### src/rtl/inst_fetch_if.sv
// Fetch-stage bus: instruction-memory handshake, pipeline control inputs
// and the IF/ID-facing instruction outputs.
interface inst_fetch_if;
    logic        stall;
    logic        branch_taken;
    logic [31:0] branch_target;
    logic        rom_req;
    logic [31:0] rom_addr;
    logic        rom_ready;
    logic        rom_rvalid;
    logic [31:0] rom_rdata;
    logic [31:0] inst;
    logic [31:0] pc_addr;
    logic        inst_valid;

    modport master (
        input  stall, branch_taken, branch_target, rom_ready, rom_rvalid, rom_rdata,
        output rom_req, rom_addr, inst, pc_addr, inst_valid
    );

    modport slave (
        output stall, branch_taken, branch_target, rom_ready, rom_rvalid, rom_rdata,
        input  rom_req, rom_addr, inst, pc_addr, inst_valid
    );
endinterface

### src/rtl/inst_fetch.sv
// Instruction fetch: one outstanding memory request at a time, with a hold
// buffer for responses that arrive while decode is stalled.
module inst_fetch #(
    parameter logic [31:0] RESET_PC = 32'h0000_0000,
    parameter logic [31:0] NOP_INST = 32'h0000_0000
) (
    input logic          clk,
    input logic          rst,
    inst_fetch_if.master fetch_bus
);

    typedef enum logic [1:0] {StReq, StWait, StHold} state_e;

    state_e      state_q, state_d;
    logic [31:0] pc_q, pc_d;
    logic        discard_q, discard_d;
    logic [31:0] hold_q, hold_d;
    logic [31:0] target;

    assign target = {fetch_bus.branch_target[31:2], 2'b00};

    always_ff @(posedge clk or posedge rst) begin
        if (rst) begin
            state_q   <= StReq;
            pc_q      <= RESET_PC;
            discard_q <= 1'b0;
            hold_q    <= 32'h0;
        end else begin
            state_q   <= state_d;
            pc_q      <= pc_d;
            discard_q <= discard_d;
            hold_q    <= hold_d;
        end
    end

    always_comb begin
        state_d              = state_q;
        pc_d                 = pc_q;
        discard_d            = discard_q;
        hold_d               = hold_q;
        fetch_bus.rom_req    = 1'b0;
        fetch_bus.rom_addr   = pc_q;
        fetch_bus.inst       = NOP_INST;
        fetch_bus.pc_addr    = pc_q;
        fetch_bus.inst_valid = 1'b0;

        unique case (state_q)
            StReq: begin
                // Issue regardless of stall; stall only gates delivery.
                fetch_bus.rom_req = 1'b1;
                if (fetch_bus.branch_taken) begin
                    pc_d = target;
                    if (fetch_bus.rom_ready) begin
                        discard_d = 1'b1;
                        state_d   = StWait;
                    end
                end else if (fetch_bus.rom_ready) begin
                    state_d = StWait;
                end
            end
            StWait: begin
                if (fetch_bus.branch_taken) begin
                    pc_d = target;
                    if (fetch_bus.rom_rvalid) begin
                        discard_d = 1'b0;
                        state_d   = StReq;
                    end else begin
                        // Response still in flight belongs to the old path.
                        discard_d = 1'b1;
                    end
                end else if (fetch_bus.rom_rvalid) begin
                    if (discard_q) begin
                        discard_d = 1'b0;
                        state_d   = StReq;
                    end else if (fetch_bus.stall) begin
                        hold_d  = fetch_bus.rom_rdata;
                        state_d = StHold;
                    end else begin
                        fetch_bus.inst       = fetch_bus.rom_rdata;
                        fetch_bus.inst_valid = 1'b1;
                        pc_d                 = pc_q + 32'd4;
                        state_d              = StReq;
                    end
                end
            end
            StHold: begin
                if (fetch_bus.branch_taken) begin
                    pc_d      = target;
                    discard_d = 1'b0;
                    state_d   = StReq;
                end else if (!fetch_bus.stall) begin
                    fetch_bus.inst       = hold_q;
                    fetch_bus.inst_valid = 1'b1;
                    pc_d                 = pc_q + 32'd4;
                    state_d              = StReq;
                end
            end
            default: state_d = StReq;
        endcase
    end

endmodule

### src/flat_wrapper.sv
// flat-port wrapper written by rule: the top's interface ports become plain ports
module inst_fetch_flat 
#(
    parameter logic [31:0] RESET_PC = 32'h0000_0000,
    parameter logic [31:0] NOP_INST = 32'h0000_0000
)
  (clk, rst, fetch_bus_stall, fetch_bus_branch_taken, fetch_bus_branch_target, fetch_bus_rom_ready, fetch_bus_rom_rvalid, fetch_bus_rom_rdata, fetch_bus_rom_req, fetch_bus_rom_addr, fetch_bus_inst, fetch_bus_pc_addr, fetch_bus_inst_valid);
  inst_fetch_if fetch_bus_i ();
  input logic clk;
  input logic rst;
  input wire logic [$bits(fetch_bus_i.stall)-1:0] fetch_bus_stall;
  input wire logic [$bits(fetch_bus_i.branch_taken)-1:0] fetch_bus_branch_taken;
  input wire logic [$bits(fetch_bus_i.branch_target)-1:0] fetch_bus_branch_target;
  input wire logic [$bits(fetch_bus_i.rom_ready)-1:0] fetch_bus_rom_ready;
  input wire logic [$bits(fetch_bus_i.rom_rvalid)-1:0] fetch_bus_rom_rvalid;
  input wire logic [$bits(fetch_bus_i.rom_rdata)-1:0] fetch_bus_rom_rdata;
  output wire logic [$bits(fetch_bus_i.rom_req)-1:0] fetch_bus_rom_req;
  output wire logic [$bits(fetch_bus_i.rom_addr)-1:0] fetch_bus_rom_addr;
  output wire logic [$bits(fetch_bus_i.inst)-1:0] fetch_bus_inst;
  output wire logic [$bits(fetch_bus_i.pc_addr)-1:0] fetch_bus_pc_addr;
  output wire logic [$bits(fetch_bus_i.inst_valid)-1:0] fetch_bus_inst_valid;
  assign fetch_bus_i.stall = fetch_bus_stall;
  assign fetch_bus_i.branch_taken = fetch_bus_branch_taken;
  assign fetch_bus_i.branch_target = fetch_bus_branch_target;
  assign fetch_bus_i.rom_ready = fetch_bus_rom_ready;
  assign fetch_bus_i.rom_rvalid = fetch_bus_rom_rvalid;
  assign fetch_bus_i.rom_rdata = fetch_bus_rom_rdata;
  assign fetch_bus_rom_req = fetch_bus_i.rom_req;
  assign fetch_bus_rom_addr = fetch_bus_i.rom_addr;
  assign fetch_bus_inst = fetch_bus_i.inst;
  assign fetch_bus_pc_addr = fetch_bus_i.pc_addr;
  assign fetch_bus_inst_valid = fetch_bus_i.inst_valid;
  inst_fetch #(.RESET_PC(RESET_PC), .NOP_INST(NOP_INST)) u_core (.clk(clk), .rst(rst), .fetch_bus(fetch_bus_i));
endmodule
### config.mk
export PLATFORM = sky130hd
export DESIGN_NAME = inst_fetch_flat
export DESIGN_NICKNAME = d
export VERILOG_FILES = /design/src/rtl/inst_fetch_if.sv /design/src/rtl/inst_fetch.sv /design/src/flat_wrapper.sv
export SDC_FILE = /design/constraint.sdc
export NUM_CORES = 1
export LEC_CHECK = 0
export ABC_CLOCK_PERIOD_IN_PS = 3200
export CELL_PAD_IN_SITES_DETAIL_PLACEMENT = 1
export CELL_PAD_IN_SITES_GLOBAL_PLACEMENT = 1
export CORE_ASPECT_RATIO = 1.2
export CORE_MARGIN = 2
export CORE_UTILIZATION = 35
export DETAILED_ROUTE_END_ITERATION = 8
export PLACE_DENSITY = 0.94
export SLEW_MARGIN = 20
export SYNTH_ARGS = -nofsm -noshare
export SYNTH_HDL_FRONTEND = slang
export SYNTH_SLANG_ARGS = --single-unit
### constraint.sdc
create_clock -name clk -period 3.2 [get_ports clk]
set_clock_uncertainty 0.05 [all_clocks]
set_input_delay 0.48 -clock clk [delete_from_list [all_inputs] [get_ports clk]]
set_output_delay 0.48 -clock clk [all_outputs]
set_load 0.05 [all_outputs]
==> key figures <==
Route
  • First drt pass iteration count: 5
  • DRC: 0
  • Routed via count: 4075
  • Wire per inst: 19.4 um
  • DRT iter0 DRCs: 131
  • Via density per instance: 5.57
  • Post-Route WL: 14.2 mm
  • Final ANT Viol Nets: 0

STA
  • Relative slew slack: 52.4%
  • Shortest period the worst path allows: 2.93 ns
  • RSZ-0062 raised after global routing: false
  • Slew Viols, Final: 0
  • Final WS setup: 0.274 ns
  • Highest Clock Rate: 0.342 GHz
  • Final setup TNS: 0 ns
  • Slew @ Worst Pin: 0.713 ns
  • # setup viols final: 0
  • Final period util: 91.4%
  • Fin. Hold Viols: 0

Floorplanning
  • Row cnt: 43
  • Chip width: 104 um
  • Starting density of the core: 36.2%
  • Boundary Pins: 168
  • Die Ht: 124 um
  • DIE AREA: 0.0129 mm2
  • Core area: 0.0116 mm2

Placement
  • Pre-CTS setup slack: 0.292 ns
  • Placer's final routability congestion estimate: 0.847
  • DP HPWL: 10.7 mm
  • Port Buffers: 161
  • Cell Count Post-Placement: 716

Power and ir drop
  • Peak VDD IR: 0.734 mV
  • Power Total: 6480 uW
  • Leakage power: 0.00241 uW
  • Pwr/cell area: 1020 mW/mm2

GRT
  • Antenna violations before repair: 0
  • First-pass GRT wire length: 23.1 mm
  • GR Util met1: 25.6%
  • M3 GR Usage: 5.02%
  • Global Route Usage Sum: 22.5%
  • Grt peak-use layer: met2
  • Largest net degree at the start of global routing: 46
  • Total congestion overflow: 0
  • M2 GR Usage: 40.8%
  • Vias in the first global route: 4345

Min path
  • Hold Path Class: reg -> reg

CTS
  • CTS sink count: 65
  • Maximum clock path buffer count: 2
  • Post-CTS Setup Bufs: 0
  • Worst-skew pair later-pin latency: 0.33 ns
  • H-tree level count: 3
  • Hold Buf Count CTS: 0
  • Number of buffers created by CTS: 9
  • Clk slew on worst S/H paths: 0.05 ns
  • Root Driver: clkbuf_16
  • Post-CTS resize count: 0
  • CTS tree: yes

Logic synthesis
  • Ys flop type: dfrtp_1
  • Ys Warns: 0
  • Post-synth EDFFs: 0
  • Mapped Cells: 448
  • Post-synth cell types: 58
  • Post-synthesis register bit count: 65
  • Ys async rst share: 100%
  • Post-synthesis sequential area ratio: 38.7%
  • Syn_area_per_cell: 9.38 um2
  • Cell taking the most area after synthesis: dfrtp_1
  • Synth Cell Area: 0.00420 mm2
  • Top cell type's share of synthesized area: 38.7%
  • Area contributors post-synth: dfrtp_1 (39%), mux2_2 (8.8%), a22oi_1 (6.1%), buf_4 (6.1%), nor2b_1 (5.1%)

Critical path
  • Crit Path Class: reg -> out
  • Cell Chain, Critical Path: inv_1, ha_1, inv_1, nor4_4, buf_12, a22oi_1, nor2b_1, buf_12
  • Startpoint types: flop
  • Critical path endpoint category: primary output
  • WP buf/inv: 4
  • CP top delay family: buffers and inverters
  • Slowest-stage cell, CP: dfrtp_1
  • Worst endpoint required time: 2.67 ns
  • Worst R2R Setup Slack: 0.69 ns
  • Worst Path Max Fanout: 33
  • CP Data Arrival Time: 2.40 ns
  • Worst path max stage delay: 0.41 ns

Cells and area
  • Nets@finish: 645
  • Commonest non-fill, non-tap cell in the layout: clkdlybuf4s50_1
  • Area growth syn-to-layout: 51.2%
  • Ant. Diodes: 0
  • Non-filler cells, final: 731
  • Most frequent cells in the layout: clkdlybuf4s50_1 (128), dfrtp_1 (65), buf_12 (35)
  • Share of layout cells above drive strength 1: 18.6%

Job
  • Max Cap Violations: 0

Run status
  • Status: finished, final reports clean
==> per-layer routing <==
metal	vias up	wire length, um	share of wire [%]
met5	-	0	0
met4	0	387	2.7
met3	24	923	6.5
met2	169	7230	51
met1	2019	5650	40
li1	1863	-	-
==> worst paths after layout <==
path                                   start                            to  depth (start not counted)
max                        u_core.state_q[1]            fetch_bus_inst[16]                          8
min                         u_core.hold_q[2]              u_core.hold_q[2]                          1
max reg2reg                u_core.state_q[1]  u_core.fetch_bus.pc_addr[14]                          8
min reg2reg                 u_core.hold_q[2]              u_core.hold_q[2]                          1
max in group asynchronous                rst   u_core.fetch_bus.pc_addr[2]                          3
min in group asynchronous                rst             u_core.hold_q[12]                          2
==> state kept, by name (all words and copies together), names as in the netlist <==
name / flops
u_core.discard_q: 1
u_core.fetch_bus.pc_addr: 30
u_core.hold_q: 32
u_core.state_q: 2
==> Yosys cell counts (all sizes together), types with 12 or more instances <==
library cell,count
nor2b,34
dfrtp,65
o21ai,16
a21oi,33
a22oi,34
buf,45
o22ai,12
mux2,33
nand3,18
nand2,27
nor2,20
clkbuf,18
==> layout make-up <==
type / instances / area, um2
fill: 1286 / 5270
tap: 157 / 196
clock buffer: 11 / 243
clock inverter: 4 / 20.0
timing repair buffer: 171 / 2040
sequential: 65 / 1630
multi-input combinational: 313 / 2190
inverter: 10 / 37.5
==> through the flow <==
stage / hold slack [ns] / utilization, % / area (um2)
floorplan: 0.406 / - / 4210
global placement: 0.439 / 52.4 / 6090
detailed placement: 0.448 / 52.4 / 6090
CTS: 0.461 / 54.7 / 6350
global route: 0.478 / 54.7 / 6350
finish: 0.455 / 54.7 / 6350
==> cells by family after synthesis <==
logic type | Yosys count | share of synthesized area (%)
DFF | 65 | 38.7
buffers and inverters | 73 | 10.0
muxes | 35 | 9.32
and+or+nand+nor | 134 | 18.5
adders and majority gates | 5 | 1.49
AOI/OAI and AO/OA | 135 | 21.9
other | 1 | 0.0893
==> report_power, final <==
part / internal, uW / switching, uW / leakage [uW] / total (uW)
logic: 1390 / 2480 / 0.00149 / 3870
clock network: 535 / 361 / 0.000135 / 896
registers: 1230 / 482 / 0.000784 / 1710
==> worst reg2reg max path: stages, from the launching register on <==
cell and delay, ns:
dfrtp_1 0.41, inv_1 0.10, ha_1 0.26, inv_1 0.16, o211a_1 0.28, a21oi_1 0.52, buf_4 0.34, a21oi_1 0.09
a2bb2oi_1 0.17
Power figures use the tool's default switching activity.
